==> src/rtl/pdp8_pkg.sv <==
// rtl/pdp8_pkg.sv - shared word width, sequencer states and address constants
package pdp8_pkg;

  localparam int WORD_W = 12;

  // Auto-index locations: indirect references here post-increment the pointer.
  localparam logic [WORD_W-1:0] AUTOIDX_LO = 12'o0010;
  localparam logic [WORD_W-1:0] AUTOIDX_HI = 12'o0017;

  // Bits of an address that select the 128-word page.
  localparam logic [WORD_W-1:0] PAGE_MASK  = 12'o7600;

  typedef enum logic [1:0] {
    IDLE   = 2'd0,
    RD_PTR = 2'd1,
    WR_PTR = 2'd2,
    DONE   = 2'd3
  } ea_state_t;

endpackage

==> src/rtl/ea_page_form.sv <==
// rtl/ea_page_form.sv - combinational page-address former for memory-reference instructions
//
// Ports:
//   i_ir         instruction word; only the 7-bit page offset IR[6:0] is used
//   i_pclatched  address the instruction was fetched from; supplies the page bits
//   i_mp         1 = current page, 0 = page zero
//   o_pa         page address
import pdp8_pkg::*;

module ea_page_form (
  input  logic [WORD_W-1:0] i_ir,
  input  logic [WORD_W-1:0] i_pclatched,
  input  logic              i_mp,
  output logic [WORD_W-1:0] o_pa
);

  logic [WORD_W-1:0] w_offset;
  logic              w_unused_bits;

  assign w_offset = {5'b0, i_ir[6:0]};
  assign o_pa     = i_mp ? ((i_pclatched & PAGE_MASK) | w_offset) : w_offset;

  // Opcode/mode bits and the in-page bits of the PC play no part in the page address.
  assign w_unused_bits = &{1'b0, i_ir[11:7], i_pclatched[6:0]};

endmodule

==> src/rtl/ea_sequencer.sv <==
// rtl/ea_sequencer.sv - effective-address sequencer: page address, indirect fetch, auto-index write-back
//
// Optional feature macro: EA_DF_EN (adds memory-field ports i_if_in/i_df_in, o_mem_field/o_ea_field).
//
// Ports:
//   i_clk, i_reset                 clock, asynchronous active-high reset
//   i_start                        one-cycle request, accepted only in IDLE
//   i_ir, i_pclatched              instruction word and its fetch address
//   i_dir, i_ind, i_ppind, i_mp    addressing-mode flags from the IR decoder
//   o_mem_req/o_mem_we/o_mem_addr/o_mem_wdata, i_mem_rdata/i_mem_ack   pointer memory port
//   o_ea, o_ea_valid               effective address and its one-cycle strobe
//   o_busy                         high while a pointer access is in progress
import pdp8_pkg::*;

module ea_sequencer #(
  parameter int WORD_W = pdp8_pkg::WORD_W
`ifdef EA_DF_EN
  ,
  parameter int FIELD_W = 3
`endif
) (
  input  logic              i_clk,
  input  logic              i_reset,
  input  logic              i_start,
  input  logic [WORD_W-1:0] i_ir,
  input  logic [WORD_W-1:0] i_pclatched,
  input  logic              i_dir,
  input  logic              i_ind,
  input  logic              i_ppind,
  input  logic              i_mp,
  output logic              o_mem_req,
  output logic              o_mem_we,
  output logic [WORD_W-1:0] o_mem_addr,
  output logic [WORD_W-1:0] o_mem_wdata,
  input  logic [WORD_W-1:0] i_mem_rdata,
  input  logic              i_mem_ack,
`ifdef EA_DF_EN
  input  logic [FIELD_W-1:0] i_if_in,
  input  logic [FIELD_W-1:0] i_df_in,
  output logic [FIELD_W-1:0] o_mem_field,
  output logic [FIELD_W-1:0] o_ea_field,
`endif
  output logic [WORD_W-1:0] o_ea,
  output logic              o_ea_valid,
  output logic              o_busy
);

  ea_state_t         r_state, w_state_nxt;
  logic              r_auto, w_auto_nxt;
  logic              r_req, w_req_nxt;
  logic              r_we, w_we_nxt;
  logic [WORD_W-1:0] r_addr, w_addr_nxt;
  logic [WORD_W-1:0] r_wdata, w_wdata_nxt;
  logic [WORD_W-1:0] r_ea, w_ea_nxt;
  logic              r_valid, w_valid_nxt;
  logic [WORD_W-1:0] w_pa;
  logic              w_unused_dir;

`ifdef EA_DF_EN
  logic [FIELD_W-1:0] r_df, w_df_nxt;
  logic [FIELD_W-1:0] r_mem_field, w_mem_field_nxt;
  logic [FIELD_W-1:0] r_ea_field, w_ea_field_nxt;
`endif

  ea_page_form u_page_form (
    .i_ir        (i_ir),
    .i_pclatched (i_pclatched),
    .i_mp        (i_mp),
    .o_pa        (w_pa)
  );

  // Anything that is neither IND nor PPIND resolves as direct, so DIR itself is never consulted.
  assign w_unused_dir = &{1'b0, i_dir};

  always_ff @(posedge i_clk or posedge i_reset) begin
    if (i_reset) begin
      r_state     <= IDLE;
      r_auto      <= 1'b0;
      r_req       <= 1'b0;
      r_we        <= 1'b0;
      r_addr      <= '0;
      r_wdata     <= '0;
      r_ea        <= '0;
      r_valid     <= 1'b0;
`ifdef EA_DF_EN
      r_df        <= '0;
      r_mem_field <= '0;
      r_ea_field  <= '0;
`endif
    end else begin
      r_state     <= w_state_nxt;
      r_auto      <= w_auto_nxt;
      r_req       <= w_req_nxt;
      r_we        <= w_we_nxt;
      r_addr      <= w_addr_nxt;
      r_wdata     <= w_wdata_nxt;
      r_ea        <= w_ea_nxt;
      r_valid     <= w_valid_nxt;
`ifdef EA_DF_EN
      r_df        <= w_df_nxt;
      r_mem_field <= w_mem_field_nxt;
      r_ea_field  <= w_ea_field_nxt;
`endif
    end
  end

  always_comb begin
    w_state_nxt = r_state;
    w_auto_nxt  = r_auto;
    w_req_nxt   = r_req;
    w_we_nxt    = r_we;
    w_addr_nxt  = r_addr;
    w_wdata_nxt = r_wdata;
    w_ea_nxt    = r_ea;
    w_valid_nxt = 1'b0;
`ifdef EA_DF_EN
    w_df_nxt        = r_df;
    w_mem_field_nxt = r_mem_field;
    w_ea_field_nxt  = r_ea_field;
`endif

    unique case (r_state)
      IDLE: begin
        if (i_start) begin
          w_auto_nxt = i_ppind;
`ifdef EA_DF_EN
          w_df_nxt        = i_df_in;
          w_mem_field_nxt = i_if_in;
`endif
          if (i_ppind || i_ind) begin
            w_state_nxt = RD_PTR;
            w_req_nxt   = 1'b1;
            w_we_nxt    = 1'b0;
            w_addr_nxt  = w_pa;
          end else begin
            w_state_nxt = DONE;
            w_ea_nxt    = w_pa;
            w_valid_nxt = 1'b1;
`ifdef EA_DF_EN
            w_ea_field_nxt = i_if_in;
`endif
          end
        end
      end

      RD_PTR: begin
        if (i_mem_ack) begin
          if (r_auto) begin
            // Request stays up; the write-back of the bumped pointer follows directly.
            w_state_nxt = WR_PTR;
            w_we_nxt    = 1'b1;
            w_wdata_nxt = i_mem_rdata + {{(WORD_W-1){1'b0}}, 1'b1};
          end else begin
            w_state_nxt = DONE;
            w_req_nxt   = 1'b0;
            w_ea_nxt    = i_mem_rdata;
            w_valid_nxt = 1'b1;
`ifdef EA_DF_EN
            w_ea_field_nxt = r_df;
`endif
          end
        end
      end

      WR_PTR: begin
        if (i_mem_ack) begin
          w_state_nxt = DONE;
          w_req_nxt   = 1'b0;
          w_we_nxt    = 1'b0;
          w_ea_nxt    = r_wdata;
          w_valid_nxt = 1'b1;
`ifdef EA_DF_EN
          w_ea_field_nxt = r_df;
`endif
        end
      end

      DONE: begin
        w_state_nxt = IDLE;
      end

      default: begin
        w_state_nxt = IDLE;
      end
    endcase
  end

  assign o_mem_req   = r_req;
  assign o_mem_we    = r_we;
  assign o_mem_addr  = r_addr;
  assign o_mem_wdata = r_wdata;
  assign o_ea        = r_ea;
  assign o_ea_valid  = r_valid;
  assign o_busy      = (r_state == RD_PTR) || (r_state == WR_PTR);
`ifdef EA_DF_EN
  assign o_mem_field = r_mem_field;
  assign o_ea_field  = r_ea_field;
`endif

endmodule

==> config.mk <==
export PLATFORM = sky130hd
export DESIGN_NAME = ea_sequencer
export DESIGN_NICKNAME = d
export VERILOG_FILES = /design/src/rtl/pdp8_pkg.sv /design/src/rtl/ea_page_form.sv /design/src/rtl/ea_sequencer.sv
export SDC_FILE = /design/constraint.sdc
export NUM_CORES = 1
export LEC_CHECK = 0
export BUFFER_PORTS_ARGS = -buffer_cell sky130_fd_sc_hd__buf_2
export CORE_MARGIN = 2
export CORE_UTILIZATION = 48
export CTS_CLUSTER_SIZE = 14
export DETAILED_ROUTE_END_ITERATION = 10
export PLACE_DENSITY = 0.79
export SLEW_MARGIN = 20
export SYNTH_ARGS = -nofsm -noshare
export SYNTH_HDL_FRONTEND = slang
export SYNTH_SLANG_ARGS = --single-unit
==> constraint.sdc <==
create_clock -name i_clk -period 2.1 [get_ports i_clk]
set_clock_uncertainty 0.05 [all_clocks]
set_input_delay 0.21 -clock i_clk [delete_from_list [all_inputs] [get_ports i_clk]]
set_output_delay 0.21 -clock i_clk [all_outputs]
set_load 0.05 [all_outputs]
==> run summary, run 1 <==
Outcome: finished with violations
Failing checks: negative hold slack
Ys Warns: 0
Global-route wire length before repair: 8.349 mm
Mapped cell area: 0.002156 mm²
Routed WL: 5.116 mm
Wire per inst: 15.46 µm
Clk sinks: 42
GPL Wtd Cong: 0.8063
Synth-to-layout area growth: 25.65%
Pre-Repair DR Iteration Count: 4
Ant diodes: 0
CP Capture Type: flip-flop
Vias: 1,773
Final Hold Vio Count: 19
Top cells by area, synth: dfrtp_1 (49%), mux2_4 (7.0%), mux2_2 (5.7%)
WL met1: 2.232 mm
Drt initial violations: 64
# IOs: 84
Core Footprint: 0.004354 mm²
Relative slew slack: 36.12%
Synth Instances: 204
Synth top area share: 48.75%
Mean Syn Cell Area: 10.57 µm²
FP Rows: 24
Global-route usage over all layers: 21.16%
Post-CTS Hold Buffers: 0
Hold Slack: -7.615 ps
Die Width: 71.02 µm
H-tree Lvls: 2
Setup TNS: 0 ps
Ratio of cells with drive above 1 in the final layout: 40.86%
Worst skew pair latency: 290 ps
Worst-path clk slew: 90 ps
DRC violations left: 0
Highest metal used: met4
CP Max Fanout: 4
Worst hold-check path type: input port to asynchronous set/reset pin
Worst path required time: 2230 ps
Final nets: 328
Max cap viols: 0
Met3 WL: 271 µm
Unrepaired setup endpoints after global routing: no
Vias in the first global route: 1,759
Initial antenna violation count: 0
Register area share after synthesis: 48.75%
Via density: 5.356
Min cycle time layout: 2016 ps
Starting Density: 49.51%
Critical path class: flip-flop to flip-flop
CP max stage delay: 410 ps
Die Area: 0.005043 mm²
Net count after synthesis: 254
CP Launch Type: flip-flop
Worst-path cell chain: inv_1, ha_1, o21ba_2, nor2_4, and4b_4, buf_4, mux2_4
Leading area contributor after synthesis: dfrtp_1
Metal2 WL: 2.569 mm
Synthesis-stage register bit count: 42
Post-synth cell types: 30
Maximum clock path buffer count: 2
Pins Over Slew Limit: 0
Fin crit share: 96.01%
Largest net degree at the start of global routing: 43
Worst Max-Slew Pin Slew: 955.4 ps
Total congestion overflow: 0
Max Clock Freq: 0.4960 GHz
Crit path DAT: 2150 ps
Cts bufs inserted: 5
Routed Antenna Nets: 0
DP HPWL: 3.693 mm
Root buf cell: clkbuf_8
Port Buffers: 70
Slowest stage cell, crit path: dfrtp_1
Die Height: 71.02 µm
Setup violators final: 0
CTS tree: yes
[cells in the mapped netlist]
cell type and count:
nor4_2 1, o32a_1 1, buf_12 1, mux2_4 10, nand2_1 25, o21a_1 1
inv_1 7, o22a_1 1, o211ai_2 1, nand4_1 1, mux2_2 11, and2b_4 1
o21ba_2 1, a22oi_1 13, nor4_1 1, o21ai_0 17, a31oi_1 1, nor2_4 1
clkbuf_1 9, nand3_1 5, dfrtp_1 42, nor3b_1 1, and4b_4 1, a21oi_1 20
nor2_1 11, ha_1 6, xnor2_1 9, nor3_1 3, o21bai_1 1, xor2_1 1
[metal layers]
metal  global-route usage, %  vias up
met2                   37.28       58
met5                       0        -
met3                   3.989        5
met4                   4.403        0
met1                   27.29      845
li1                        -      865
[area by class of cell]
cell class / instances / area [µm²]
clock inverter: 3 / 43.79
clock buffer: 5 / 68.82
tap: 52 / 65.06
sequential: 42 / 1052
multi-input combinational: 145 / 1037
inverter: 7 / 26.28
fill: 382 / 1645
timing repair buffer: 77 / 415.4
[metrics by stage]
step           worst slack (ps)  util (%)  instance area, µm²  instances
4_1_cts                   37.69     61.95                2698        331
3_3_place_gp              85.82     58.74                2557        321
2_1_floorplan             93.93         -                2158        204
5_1_grt                   19.57     62.21                2709        331
6_report                  83.81     62.21                2709        331
3_5_place_dp              3.025     58.74                2557        321
[worst paths after layout]
path	start	end	slack, ps	cells after the start
worst max-delay path	r_state[1]$_DFFE_PP0P_	o_ea[2]$_DFFE_PP0P_	80	7
worst min-delay path	i_reset	o_mem_addr[8]$_DFFE_PP0P_	-8	3
worst max register to register	r_state[1]$_DFFE_PP0P_	o_ea[2]$_DFFE_PP0P_	80	7
worst min register to register	o_mem_addr[7]$_DFFE_PP0P_	o_mem_addr[7]$_DFFE_PP0P_	440	2
max in group asynchronous	i_reset	r_state[0]$_DFFE_PP0P_	1630	3
min in group i_clk	i_ir[6]	o_mem_addr[6]$_DFFE_PP0P_	110	2
[timing repair]
item / 4_1_cts / 5_1_grt
endpoints found under the setup margin: 1 / 6
setup buffers: 2 / 0
pin swaps: 0 / 0
hold endpoints to repair: 0 / 0
gates resized for setup: 0 / 2
[registers in the layout, indices dropped and copies added (netlist names)]
signal / count
o_ea: 12
o_mem_addr: 12
o_mem_wdata: 12
r_state: 2
o_ea_valid: 1
o_mem_req: 1
o_mem_we: 1
r_auto: 1
[logic make-up after synthesis]
| logic type | count (synthesis) | share of synthesized area [%] |
|---|---|---|
| xor gates and xnor gates | 10 | 4.063 |
| AOI/OAI and AO/OA | 57 | 16.02 |
| adders and majority gates | 6 | 3.482 |
| muxes | 21 | 12.71 |
| DFF | 42 | 48.75 |
| buffers and inverters | 17 | 3.715 |
| and+or+nand+nor | 51 | 11.26 |
[placed cells by master, fill, tap and decap left out]
cell type,instances
nor4_2,1
buf_12,1
mux2_4,10
nor3b_1,1
o32a_1,1
o22a_1,1
dfrtp_1,41
o21ai_0,17
o21a_1,1
ha_1,5
clkbuf_8,5
and4b_4,1
nor2_1,11
mux2_2,11
dfrtp_2,1
nand3_1,5
buf_4,6
xor2_1,1
nor3_1,3
nor2_4,1
buf_2,70
nand4_1,1
a31oi_1,1
inv_1,7
ha_4,1
a21oi_1,20
o21bai_1,1
inv_6,1
nand2_1,25
and2b_4,1
o211ai_2,1
nor4_1,1
o21ba_2,1
xnor2_1,9
a22oi_1,13
bufinv_16,1
clkinv_2,1
[worst max-delay path: cells and delay by family (launching register included)]
| family | cells | cell delay (ps) |
|---|---|---|
| multiplexers | 1 | 290 |
| adder cells (fa/ha/maj) | 1 | 210 |
| AND/OR/NAND/NOR | 2 | 420 |
| AO/OA/AOI/OAI | 1 | 240 |
| flip-flops | 1 | 410 |
| buffers and inverters | 2 | 270 |
Power of run 1 is not shown: default switching activity piles up to over one toggle a cycle in this logic, so the estimate is an artifact.
==> run 2: changes to the inputs <==
--- a/config.mk
+++ b/config.mk
@@ -6,11 +6,12 @@
 export NUM_CORES = 1
 export LEC_CHECK = 0
 export BUFFER_PORTS_ARGS = -buffer_cell sky130_fd_sc_hd__buf_2
+export CAP_MARGIN = 20
 export CORE_MARGIN = 2
-export CORE_UTILIZATION = 48
+export CORE_UTILIZATION = 52
 export CTS_CLUSTER_SIZE = 14
 export DETAILED_ROUTE_END_ITERATION = 10
-export PLACE_DENSITY = 0.79
+export PLACE_DENSITY = 0.84
 export SLEW_MARGIN = 20
 export SYNTH_ARGS = -nofsm -noshare
 export SYNTH_HDL_FRONTEND = slang
==> constraint.sdc (replaced) <==
create_clock -name i_clk -period 2.4 [get_ports i_clk]
set_clock_uncertainty 0.05 [all_clocks]
set_input_delay 0.24 -clock i_clk [delete_from_list [all_inputs] [get_ports i_clk]]
set_output_delay 0.24 -clock i_clk [all_outputs]
set_load 0.05 [all_outputs]
==> run 2 against run 1 <==
Against the previous run: the run now ends clean; hold slack better by 18 ps; cell area down 1.7%; first-iteration DRC count up 110%; core utilization up 4.3 points; highest routed layer unchanged; sequential cell count unchanged; sequential share of layout area up 0.63 points; wire length down 3.4%; count of clock-buffer cells in the layout up 1; critical path depth down 1; die area down 7.3%.
==> run summary, run 2 (synthesis gave the netlist of run 1 again) <==
Worst-path cell chain: inv_1, ha_1, and2b_4, nor2_4, and4b_4, mux2_2
Fin crit share: 87.54%
Port Buffers: 70
Metal2 WL: 2.466 mm
Crit path max-delay family: simple AND/OR/NAND/NOR gates
Relative slew slack: 46.47%
CP Capture Type: flip-flop
Root buf cell: clkbuf_8
Pre-Repair DR Iteration Count: 4
Critical path class: flip-flop to flip-flop
Crit path depth: 6
Pins Over Slew Limit: 0
Die Height: 68.39 µm
Die Area: 0.004677 mm²
Die Width: 68.39 µm
CP Max Fanout: 12
Commonest non-fill, non-tap cell in the layout: buf_2
CTS tree: yes
Worst path required time: 2540 ps
Ant diodes: 0
# IOs: 84
WL met1: 2.053 mm
Cell depth of the worst flop-to-flop path: 6
CP Launch Type: flip-flop
Crit path DAT: 2240 ps
Most frequent cells in the layout: buf_2 (70), dfrtp_1 (42), nand2_1 (25), a21oi_1 (20), o21ai_0 (17)
Synth-to-layout area growth: 23.51%
Final Hold Vio Count: 0
Max cap viols: 0
Ratio of cells with drive above 1 in the final layout: 39.35%
CTS resizes: 0
Largest net degree at the start of global routing: 43
Initial antenna violation count: 0
Drt initial violations: 137
Vias in the first global route: 1,742
Final nets: 326
Post-CTS Hold Buffers: 0
Worst path buffer plus inverter count: 1
Worst r2r src: r_state[0]$_DFFE_PP0P_
GPL Wtd Cong: 0.8465
Max Clock Freq: 0.4760 GHz
Maximum clock path buffer count: 2
Setup TNS: 0 ps
Unrepaired setup endpoints after global routing: no
Worst Max-Slew Pin Slew: 800.6 ps
Global-route usage over all layers: 23.77%
DP HPWL: 3.667 mm
FP Rows: 23
Routed Antenna Nets: 0
Critical R2R Capture: o_ea[8]$_DFFE_PP0P_
Global-route wire length before repair: 8.052 mm
R2R Setup Slk: 300 ps
H-tree Lvls: 2
Worst skew pair latency: 300 ps
Setup violators final: 0
CP max stage delay: 430 ps
Vias: 1,761
Min cycle time layout: 2101 ps
Outcome: finished, final reports clean
Highest metal used: met4
DRC violations left: 0
Post-CTS Setup Bufs: 0
Starting Density: 53.89%
Wire per inst: 15.12 µm
Via density: 5.385
Met3 WL: 340 µm
Total congestion overflow: 0
Worst hold-check path type: input port to asynchronous set/reset pin
Routed WL: 4.943 mm
Core Footprint: 0.004000 mm²
Cts bufs inserted: 5
Slowest stage cell, crit path: dfrtp_1
Clk sinks: 42
Worst-path clk slew: 80 ps
run 2: how the worst max path moves through the flow:
stage                                 from             endpoint  slack, ps
floorplan           r_state[0]$_DFFE_PP0P_  o_ea[6]$_DFFE_PP0P_        300
global placement    r_state[0]$_DFFE_PP0P_  o_ea[8]$_DFFE_PP0P_        380
detailed placement  r_state[0]$_DFFE_PP0P_  o_ea[8]$_DFFE_PP0P_        310
CTS                 r_state[0]$_DFFE_PP0P_  o_ea[8]$_DFFE_PP0P_        310
global route        r_state[0]$_DFFE_PP0P_  o_ea[7]$_DFFE_PP0P_        220
finish              r_state[0]$_DFFE_PP0P_  o_ea[8]$_DFFE_PP0P_        300
run 2: area by class of cell:
class                      instances  area (µm²)
fill                             344        1338
clock buffer                       6       72.57
clock inverter                     2       37.54
tap                               50       62.56
inverter                           7       26.28
multi-input combinational        145        1025
timing repair buffer              75       387.9
sequential                        42        1051
run 2: routing by layer:
metal | up-vias | track usage (%)
li1 | 857 | -
met1 | 826 | 29.99
met2 | 69 | 38.46
met3 | 9 | 6.908
met4 | 0 | 9.000
met5 | - | 0
run 2: worst register-to-register path, stage by stage, from the launching register on:
cell and delay [ps]:
dfrtp_1 430, inv_1 90, ha_1 300, and2b_4 220, nor2_4 110, and4b_4 430
mux2_2 370
run 2: per-stage QoR:
stage,worst slack [ps],util [%],cells,hold WS (ps),instance area (µm²)
floorplan,295.3,-,204,301.7,2156
global placement,385.0,63.81,319,351.5,2552
detailed placement,311.3,63.81,319,350.8,2552
CTS,312.7,66.56,327,25.27,2663
global route,223.9,66.56,327,63.06,2663
finish,299.0,66.56,327,10.08,2663
Power of run 2 is left out for the same reason.
